File: src/rtl/vp_ctrl_pkg.sv
// Shared types and defaults for the vector-processor pipeline controller.
// Holds the controller state encoding, register index type and timeout default.
package vp_ctrl_pkg;
  localparam int VP_NREG         = 16;
  localparam int MEM_TIMEOUT_DEF = 64;

  typedef enum logic [1:0] {RUN, MEM_WAIT, FAULT} ctrl_state_t;
  typedef logic [$clog2(VP_NREG)-1:0] reg_idx_t;
endpackage

File: src/rtl/vp_scoreboard.sv
// Write-pending bits for the scalar and vector register files.
// Lookups are combinational and see a same-cycle WB clear; a same-cycle set beats the clear.
module vp_scoreboard #(
  parameter int NREG = 16,
  parameter int IW   = $clog2(NREG)
) (
  input  logic          clk,
  input  logic          rst_n,
  input  logic          set_en,
  input  logic [IW-1:0] set_idx,
  input  logic          set_vec,
  input  logic          clr_en,
  input  logic [IW-1:0] clr_idx,
  input  logic          clr_vec,
  input  logic [IW-1:0] lk1_idx,
  input  logic          lk1_vec,
  input  logic [IW-1:0] lk2_idx,
  input  logic          lk2_vec,
  input  logic [IW-1:0] lk3_idx,
  input  logic          lk3_vec,
  output logic          lk1_pend,
  output logic          lk2_pend,
  output logic          lk3_pend
);
  logic [NREG-1:0] pend_s_q, pend_s_d, pend_v_q, pend_v_d;
  logic [NREG-1:0] clr_s, clr_v, set_s, set_v, eff_s, eff_v;

  always_comb begin
    clr_s = '0;
    clr_v = '0;
    set_s = '0;
    set_v = '0;
    if (clr_en) begin
      if (clr_vec) clr_v[clr_idx] = 1'b1;
      else         clr_s[clr_idx] = 1'b1;
    end
    if (set_en) begin
      if (set_vec) set_v[set_idx] = 1'b1;
      else         set_s[set_idx] = 1'b1;
    end
    // Register file writes before it reads, so a retiring write never blocks
    eff_s    = pend_s_q & ~clr_s;
    eff_v    = pend_v_q & ~clr_v;
    pend_s_d = eff_s | set_s;
    pend_v_d = eff_v | set_v;
    lk1_pend = lk1_vec ? eff_v[lk1_idx] : eff_s[lk1_idx];
    lk2_pend = lk2_vec ? eff_v[lk2_idx] : eff_s[lk2_idx];
    lk3_pend = lk3_vec ? eff_v[lk3_idx] : eff_s[lk3_idx];
  end

  always_ff @(posedge clk or negedge rst_n) begin
    if (!rst_n) begin
      pend_s_q <= '0;
      pend_v_q <= '0;
    end else begin
      pend_s_q <= pend_s_d;
      pend_v_q <= pend_v_d;
    end
  end
endmodule

File: src/rtl/vp_pipe_hazard_ctrl.sv
// Hazard/stall controller for the 5-stage vector pipe: RAW/WAW stalls, MEM-stage freeze, timeout fault.
// Stall/issue outputs are combinational; mem_req and fault are registered.
module vp_pipe_hazard_ctrl
  import vp_ctrl_pkg::*;
#(
  parameter int NREG        = VP_NREG,
  parameter int MEM_TIMEOUT = MEM_TIMEOUT_DEF
) (
  input  logic                    clk,
  input  logic                    rst_n,
  input  logic                    id_valid,
  input  logic [$clog2(NREG)-1:0] id_src1,
  input  logic                    id_src1_vec,
  input  logic                    id_src1_use,
  input  logic [$clog2(NREG)-1:0] id_src2,
  input  logic                    id_src2_vec,
  input  logic                    id_src2_use,
  input  logic [$clog2(NREG)-1:0] id_dest,
  input  logic                    id_dest_vec,
  input  logic                    id_wr_en,
  input  logic                    id_is_mem,
  input  logic                    wb_valid,
  input  logic [$clog2(NREG)-1:0] wb_dest,
  input  logic                    wb_dest_vec,
  input  logic                    mem_done,
  output logic                    issue,
  output logic                    stall_if,
  output logic                    bubble_ex,
  output logic                    freeze,
  output logic                    mem_req,
  output logic                    fault
);
  localparam int IW = $clog2(NREG);
  localparam int TW = (MEM_TIMEOUT > 2) ? $clog2(MEM_TIMEOUT) : 1;
  localparam logic [TW-1:0] TLAST = TW'(MEM_TIMEOUT - 1);

  ctrl_state_t   state_q, state_d;
  logic          mem_req_q, mem_req_d;
  logic          fault_q, fault_d;
  logic [TW-1:0] tcnt_q, tcnt_d;
  logic          ex_mem_q, ex_mem_d;
  logic          mem_mem_q, mem_mem_d;
  logic          src1_pend, src2_pend, dest_pend;
  logic          hazard, sb_set_en, sb_clr_en;

  assign sb_set_en = issue & id_wr_en;
  // A faulted pipe keeps its scoreboard exactly as it was for post-mortem
  assign sb_clr_en = wb_valid & (state_q != FAULT);

  vp_scoreboard #(.NREG(NREG), .IW(IW)) u_sb (
    .clk      (clk),
    .rst_n    (rst_n),
    .set_en   (sb_set_en),
    .set_idx  (id_dest),
    .set_vec  (id_dest_vec),
    .clr_en   (sb_clr_en),
    .clr_idx  (wb_dest),
    .clr_vec  (wb_dest_vec),
    .lk1_idx  (id_src1),
    .lk1_vec  (id_src1_vec),
    .lk2_idx  (id_src2),
    .lk2_vec  (id_src2_vec),
    .lk3_idx  (id_dest),
    .lk3_vec  (id_dest_vec),
    .lk1_pend (src1_pend),
    .lk2_pend (src2_pend),
    .lk3_pend (dest_pend)
  );

  always_comb begin
    case (state_q)
      MEM_WAIT: freeze = ~mem_done;
      FAULT:    freeze = 1'b1;
      default:  freeze = 1'b0;
    endcase
    hazard    = id_valid & ((id_src1_use & src1_pend) | (id_src2_use & src2_pend)
                            | (id_wr_en & dest_pend));
    issue     = id_valid & ~hazard & ~freeze;
    stall_if  = hazard | freeze;
    bubble_ex = hazard & ~freeze;
  end

  always_comb begin
    state_d   = state_q;
    mem_req_d = 1'b0;
    fault_d   = fault_q;
    tcnt_d    = tcnt_q;
    ex_mem_d  = ex_mem_q;
    mem_mem_d = mem_mem_q;
    if (!freeze) begin
      ex_mem_d  = issue & id_is_mem;
      mem_mem_d = ex_mem_q;
    end
    case (state_q)
      RUN: begin
        if (ex_mem_q) begin
          state_d   = MEM_WAIT;
          mem_req_d = 1'b1;
          tcnt_d    = '0;
        end
      end
      MEM_WAIT: begin
        if (mem_done) begin
          // A mem op waiting in EX follows straight into MEM with no idle cycle
          if (ex_mem_q) begin
            mem_req_d = 1'b1;
            tcnt_d    = '0;
          end else begin
            state_d = RUN;
          end
        end else if (tcnt_q == TLAST) begin
          state_d = FAULT;
          fault_d = 1'b1;
        end else begin
          tcnt_d = tcnt_q + 1'b1;
        end
      end
      default: fault_d = 1'b1;
    endcase
  end

  always_ff @(posedge clk or negedge rst_n) begin
    if (!rst_n) begin
      state_q   <= RUN;
      mem_req_q <= 1'b0;
      fault_q   <= 1'b0;
      tcnt_q    <= '0;
      ex_mem_q  <= 1'b0;
      mem_mem_q <= 1'b0;
    end else begin
      state_q   <= state_d;
      mem_req_q <= mem_req_d;
      fault_q   <= fault_d;
      tcnt_q    <= tcnt_d;
      ex_mem_q  <= ex_mem_d;
      mem_mem_q <= mem_mem_d;
    end
  end

  assign mem_req = mem_req_q;
  assign fault   = fault_q;
endmodule

File: config.mk
export PLATFORM = sky130hd
export DESIGN_NAME = vp_pipe_hazard_ctrl
export DESIGN_NICKNAME = d
export VERILOG_FILES = /design/src/rtl/vp_ctrl_pkg.sv /design/src/rtl/vp_scoreboard.sv /design/src/rtl/vp_pipe_hazard_ctrl.sv
export SDC_FILE = /design/constraint.sdc
export NUM_CORES = 1
export LEC_CHECK = 0
export ABC_AREA = 1
export ABC_CLOCK_PERIOD_IN_PS = 2600
export CAP_MARGIN = 30
export CORE_MARGIN = 2
export CORE_UTILIZATION = 50
export CTS_BUF_LIST = sky130_fd_sc_hd__clkbuf_4 sky130_fd_sc_hd__clkbuf_8
export DETAILED_ROUTE_END_ITERATION = 6
export GPL_TIMING_DRIVEN = 0
export MAX_ROUTING_LAYER = met4
export PLACE_DENSITY = 0.74
export SYNTH_ARGS = -nofsm -noshare
export SYNTH_HDL_FRONTEND = slang
export SYNTH_HIERARCHICAL = 1
export SYNTH_SLANG_ARGS = --single-unit
export TNS_END_PERCENT = 1
File: constraint.sdc
create_clock -name clk -period 2.6 [get_ports clk]
set_input_delay 0.26 -clock clk [delete_from_list [all_inputs] [get_ports clk]]
set_output_delay 0.26 -clock clk [all_outputs]
set_load 0.1 [all_outputs]
==> flow_summary.yaml, run 1 <==
power_and_ir_drop:
  finalPower_mw: 2.595
  p_switching_mw: 1.178
  power_frac_clock: 0.171
  p_leak_nw: 1.957
  vdd_drop_max_mv: 0.5345
  internal_power_mw: 1.417
  power.density_nw_per_um2: 599.1
  pwr-share-seq: 0.373
  power_frac_comb: 0.457
  swShare: 0.4538
timing:
  min_period_over_period: 1.179
  final_max_slew_viol_count: 0
  rsz0062_at_grt: "yes"
  fmaxAchievable_mhz: 326.1
  fin_crit_ns: 3.067
  setup_violations: 35
  worst_pin_slew_ns: 0.9648
  fin_skew_ns: 0.005443
  final_hold_viol_count: 0
  slew_headroom: 0.3548
  final.setup.worst_slack_ns: -0.4665
  tns_ns: -10.71
place:
  portBuffers: 30
  place.gp.congestion: 1.070
  dp_hpwl_um: 8334
  place_area_um2: 3819
clock_network:
  cts_tree: "built"
  clockBufferDepth: 2
  clock-sinks: 43
  numCtsBuffers: 5
  clkTransAtPathRegs_ns: 0.08
  cts-root-buf: "clkbuf_8"
  insertion_delay_ns: 0.30
  htree_levels: 2
worst_setup_path:
  crit_path_end: "issue"
  cp_max_fo: 5
  startpoint: "state_q[1]"
  ff2ff_path_depth: 22
  rr_startpoint: "state_q[1]"
  critPathLaunchType: "flip-flop"
  reg2reg_to: "u_sb/pend_v_q[12]"
  critical_path_class: "flip-flop to primary output"
  worst_ep_required_time_ns: 2.34
  endpoint_kind: "primary output"
  reg2reg_slack_ns: -0.40
  arrival_ns: 2.81
synthesis:
  syn_area_um2: 3392
  synth_top_area_cell: "dfrtp_1"
  yosys_warnings: 6
  netlist.area_leader.share: 0.3172
  ys_types: 20
  synthCells: 558
  ys_seq_elements: 43
  ys_seq_area_frac: 0.3172
  syn_nets: 591
  synth.area.top_cells: "dfrtp_1 (32%), nand3_1 (28%), nand2_1 (20%)"
  synth_area_per_cell_um2: 6.079
global_route:
  antenna_found_initial: 0
  grt_pass1_vias: 3850
  grt_max_degree: 35
  grtUsageMet2: 0.5021
  grt_pass1_wl_um: 18750
  overflow: 0
  grt_usage: 0.3304
  grt_util_met3: 0.05714
  met1_usage: 0.4317
  busiest_layer: "met2"
finish:
  nNetsFinal: 638
  nFillCells: 636
  n_antenna_cell: 0
  drive_above_1_share: 0.1782
  multi_input_area_um2: 2357
  fin_util: 0.6483
  syn2layout_area_growth_pct: 27.70
  seqCellArea_um2: 1076
  stdcell_area_um2: 4332
detailed_routing:
  routed_via_density: 6.137
  drt_wl_total_um: 12050
  ant_nets: 0
  drc: 0
  drt_first_iter_violations: 618
  post_drt_wl_per_cell_um: 17.56
  num_vias: 4210
  drt-pass1-iter-count: 7
status:
  violations: "setup timing"
  outcome: "finished with violations"
floorplan:
  core_um2: 6681
  ioPinCount: 35
  die-area_um2: 7459
  die_y_um: 86.37
  rows: 30
  die_width_um: 86.37
  initial_core_util: 0.5077
flow_run:
  maxCapViolCount: 0
worst_hold_path:
  hp-class: "input pin to async pin"
-- power by group through the flow --
stage	clock (mW)	combinational [mW]	sequential (mW)
after CTS	0.452	1.12	0.959
final	0.443	1.19	0.967
after global routing	0.481	1.29	0.985
after floorplan	0	0.728	0.958
after detailed placement	0	1.04	0.965
after global placement	0	1.02	0.956
-- through the flow --
stage	hold slack [ns]	setup slack, ns	instances
2_1_floorplan	-0.03559	-0.1703	558
3_3_place_gp	0.4621	-1.422	668
3_5_place_dp	0.1588	-1.457	669
4_1_cts	0.3644	-0.4235	685
5_1_grt	0.3841	-0.6053	686
6_report	0.3647	-0.4665	686
-- state kept, by name, summed over array words and instances, names as in the netlist --
register       flops
u_sb/pend_s_q     16
u_sb/pend_v_q     16
tcnt_q             6
state_q            2
ex_mem_q           1
fault              1
mem_req            1
-- cells in the final DEF, fill, tap and decap left out, drive strengths merged --
cell	n
a21oi	1
buf	23
clkbuf	14
clkdlybuf4s50	25
clkinv	1
clkinvlp	2
dfrtp	43
dlygate4sd3	1
ha	4
inv	47
nand2	184
nand3	188
nand4	2
nor2	28
o21ai	40
o21bai	2
or2	1
-- how the worst min path moves through the flow --
stage	start	to	slack [ns]
after floorplan	rst_n	ex_mem_q	-0.04
after global placement	fault	fault	0.46
after detailed placement	rst_n	u_sb/pend_s_q[10]	0.16
after CTS	rst_n	u_sb/pend_s_q[10]	0.36
after global routing	rst_n	u_sb/pend_s_q[10]	0.38
final	rst_n	u_sb/pend_s_q[10]	0.36
-- routing by layer --
metal  vias up  wire [um]
met3        62       1396
met2       290       5286
met5         -          0
met1      1895       4807
li1       1963          -
met4         0        554
-- synth_stat cells --
cell      count
inv_1        44
clkbuf_1      8
o21ai_2       1
o21bai_1      2
nor2_1       24
nor2_4        1
or2_0         1
inv_2         4
nand3_1     188
dfrtp_1      43
o21ai_0      39
a21oi_1       1
buf_6         1
nand2_2       1
buf_2         8
ha_1          4
nor2_2        3
nand4_1       2
nand2_4       1
nand2_1     182
-- worst max-delay path, cell delays in order (launching register included) --
cell	delay [ns]
dfrtp_1	0.44
ha_4	0.20
nor2_4	0.10
inv_2	0.05
nor2_4	0.18
buf_6	0.17
nand2_2	0.10
nand3_2	0.09
nand3_2	0.10
nand2_2	0.13
nand2_1	0.05
nand3_1	0.06
nand2_1	0.05
nand2_1	0.07
nand2_2	0.06
nand2_2	0.08
nand3_2	0.10
nor2_2	0.10
nand2_2	0.08
clkinvlp_4	0.10
buf_12	0.17
-- layout make-up --
class	count	area share
multi-input combinational	450	0.5442
clock buffer	6	0.01762
buffer	17	0.02686
sequential	43	0.2484
clock inverter	2	0.002889
timing repair buffer	40	0.09445
tap	80	0.02311
inverter	48	0.04246
-- cell families after synthesis --
family | share of synthesized area
flops | 0.3172
fa+ha+maj | 0.01476
buf+inv | 0.07709
simple gates | 0.5249
compound gates | 0.06603
-- timing repair --
action / in CTS / in global routing
hold buffers: 1 / 0
gates cloned: 1 / 0
endpoints found under the setup margin: 37 / 37
resized for setup: 84 / 36
hold endpoints to repair: 9 / 0
pin swaps: 9 / 10
buffers inserted: 6 / 1
Note: power is estimated with default switching activity, not from simulation.
==> inputs of run 2 (changes only) <==
--- a/config.mk
+++ b/config.mk
@@ -7,11 +7,12 @@
 export LEC_CHECK = 0
 export ABC_AREA = 1
 export ABC_CLOCK_PERIOD_IN_PS = 2600
-export CAP_MARGIN = 30
+export CAP_MARGIN = 40
 export CORE_MARGIN = 2
 export CORE_UTILIZATION = 50
 export CTS_BUF_LIST = sky130_fd_sc_hd__clkbuf_4 sky130_fd_sc_hd__clkbuf_8
 export DETAILED_ROUTE_END_ITERATION = 6
+export GPL_ROUTABILITY_DRIVEN = 0
 export GPL_TIMING_DRIVEN = 0
 export MAX_ROUTING_LAYER = met4
 export PLACE_DENSITY = 0.74
==> flow_summary.yaml, run 2 (synthesis results as in run 1) <==
status:
  outcome: "finished with violations"
  violations: "DRC, setup timing"
worst_setup_path:
  rr_startpoint: "state_q[1]"
  critPathLaunchType: "flip-flop"
  endpoint_kind: "primary output"
  reg2reg_to: "u_sb/pend_v_q[8]"
  arrival_ns: 2.93
  cp_max_fo: 6
  worst_ep_required_time_ns: 2.34
  ff2ff_path_depth: 23
  startpoint: "state_q[1]"
  critical_path_class: "flip-flop to primary output"
  reg2reg_slack_ns: -0.52
place:
  post-place-ws_ns: -1.057
  dp_cells: 675
  place_area_um2: 3909
  dp_hpwl_um: 8539
  portBuffers: 30
timing:
  slew_headroom: 0.6257
  final_max_slew_viol_count: 0
  worst_pin_slew_ns: 0.5614
  tns_ns: -14.25
  final.setup.worst_slack_ns: -0.5939
  final_hold_viol_count: 0
  holdWs_ns: 0.2941
  fin_skew_ns: 0.01716
  fmaxAchievable_mhz: 313.1
  rsz0062_at_grt: "yes"
  setup_violations: 36
  fin_crit_ns: 3.194
  min_period_over_period: 1.228
floorplan:
  die-area_um2: 7459
  core_um2: 6681
  ioPinCount: 35
  die_y_um: 86.37
  die_width_um: 86.37
  initial_core_util: 0.5077
  rows: 30
global_route:
  grt_usage: 0.3340
  antenna_found_initial: 0
  grt_max_degree: 38
  grt_pass1_wl_um: 19120
  grt_pass1_vias: 3987
  overflow: 0
finish:
  n_antenna_cell: 0
  post_layout_nonfiller_instances: 702
  stdcell_area_um2: 4778
  layout_commonest_cell: "nand2_1"
  mostFrequentLayoutCells: "nand2_1 (151), nand3_1 (145), dfrtp_1 (43)"
  syn2layout_area_growth_pct: 40.87
  reg_top3: "u_sb/pend_s_q (16), u_sb/pend_v_q (16), tcnt_q (6)"
  drive_above_1_share: 0.2444
  nNetsFinal: 654
detailed_routing:
  num_vias: 4422
  drt-pass1-iter-count: 7
  drt_first_iter_violations: 586
  drc: 1
  ant_nets: 0
  routed_via_density: 6.299
  post_drt_wl_per_cell_um: 18.18
  drt_wl_total_um: 12760
flow_run:
  maxCapViolCount: 0
clock_network:
  htree_levels: 2
  clkTransAtPathRegs_ns: 0.11
  clockBufferDepth: 2
  clock-sinks: 43
  cts-root-buf: "clkbuf_8"
  cts_tree: "built"
  insertion_delay_ns: 0.32
  numCtsBuffers: 5
power_and_ir_drop:
  p_leak_nw: 2.228
  power.density_nw_per_um2: 628.9
  vdd_drop_max_mv: 0.4958
worst_hold_path:
  hp-class: "input pin to async pin"
## run 2: cell types whose count changed in the layout (fill, tap and decap cells not counted), moves of 5 or more
cell | previous run | this run
nand3_2 | 24 | 37
buf_4 | 7 | 16
nand2_1 | 160 | 151
nand3_1 | 158 | 145
buf_12 | 3 | 8
nand2_4 | 1 | 10
nor2_1 | 18 | 13
## run 2: report_power, final
part           leakage (nW)  switching, mW  total (mW)  internal, mW
clock network        0.0703          0.288       0.679         0.391
registers             0.573          0.181       0.988         0.807
logic                  1.58          0.819        1.34         0.519
total                  2.23           1.29        3.01          1.72
## run 2: routing by layer
metal / global-route usage / vias up / share of wire
li1: - / 1987 / -
met5: - / - / 0
met1: 0.4309 / 2005 / 0.38
met4: 0.1406 / 0 / 0.055
met2: 0.5140 / 346 / 0.45
met3: 0.06476 / 84 / 0.11
## run 2: critical path, cell delays in order (launching register included)
cell,delay [ns]
dfrtp_1,0.42
ha_4,0.18
nor2_4,0.10
inv_2,0.05
nor2_4,0.11
buf_12,0.14
buf_8,0.13
nand3_4,0.11
nand3_1,0.11
nand3_1,0.09
nand2_1,0.11
nand2_1,0.06
nand3_1,0.08
nand2_1,0.06
nand2_1,0.06
nand2_2,0.08
nand2_2,0.08
nand3_2,0.08
nor2_1,0.10
nand2_1,0.11
clkinvlp_4,0.11
buf_6,0.10
buf_12,0.16
## run 2: worst max-delay path by stage
stage / end / slack, ns
finish: issue / -0.59
global route: issue / -0.69
CTS: issue / -0.53
detailed placement: issue / -1.06
global placement: issue / -1.47
floorplan: stall_if / -0.17
## run 2: repair_timing
action,in CTS,in global routing
pin swaps,16,9
endpoints found under the setup margin,37,36
resized for setup,74,73
cloned,1,1
hold buffers,1,0
setup buffers,10,8
hold endpoints to repair,6,0
## run 2: cell type report
class,instances,area (um2)
Multi-Input combinational cell,450,2520
Fill cell,519,1903
Sequential cell,43,1076
Timing Repair Buffer,56,628.1
Inverter,48,192.7
Buffer,17,121.4
Tap cell,80,100.1
Clock inverter,3,71.32
Clock buffer,5,68.82
## run 2: stage by stage
stage               utilization  total power [mW]
floorplan                     -             1.686
global placement         0.5693             1.973
detailed placement       0.5850             2.064
CTS                      0.6569             2.862
global route             0.7152             3.164
finish                   0.7152             3.005
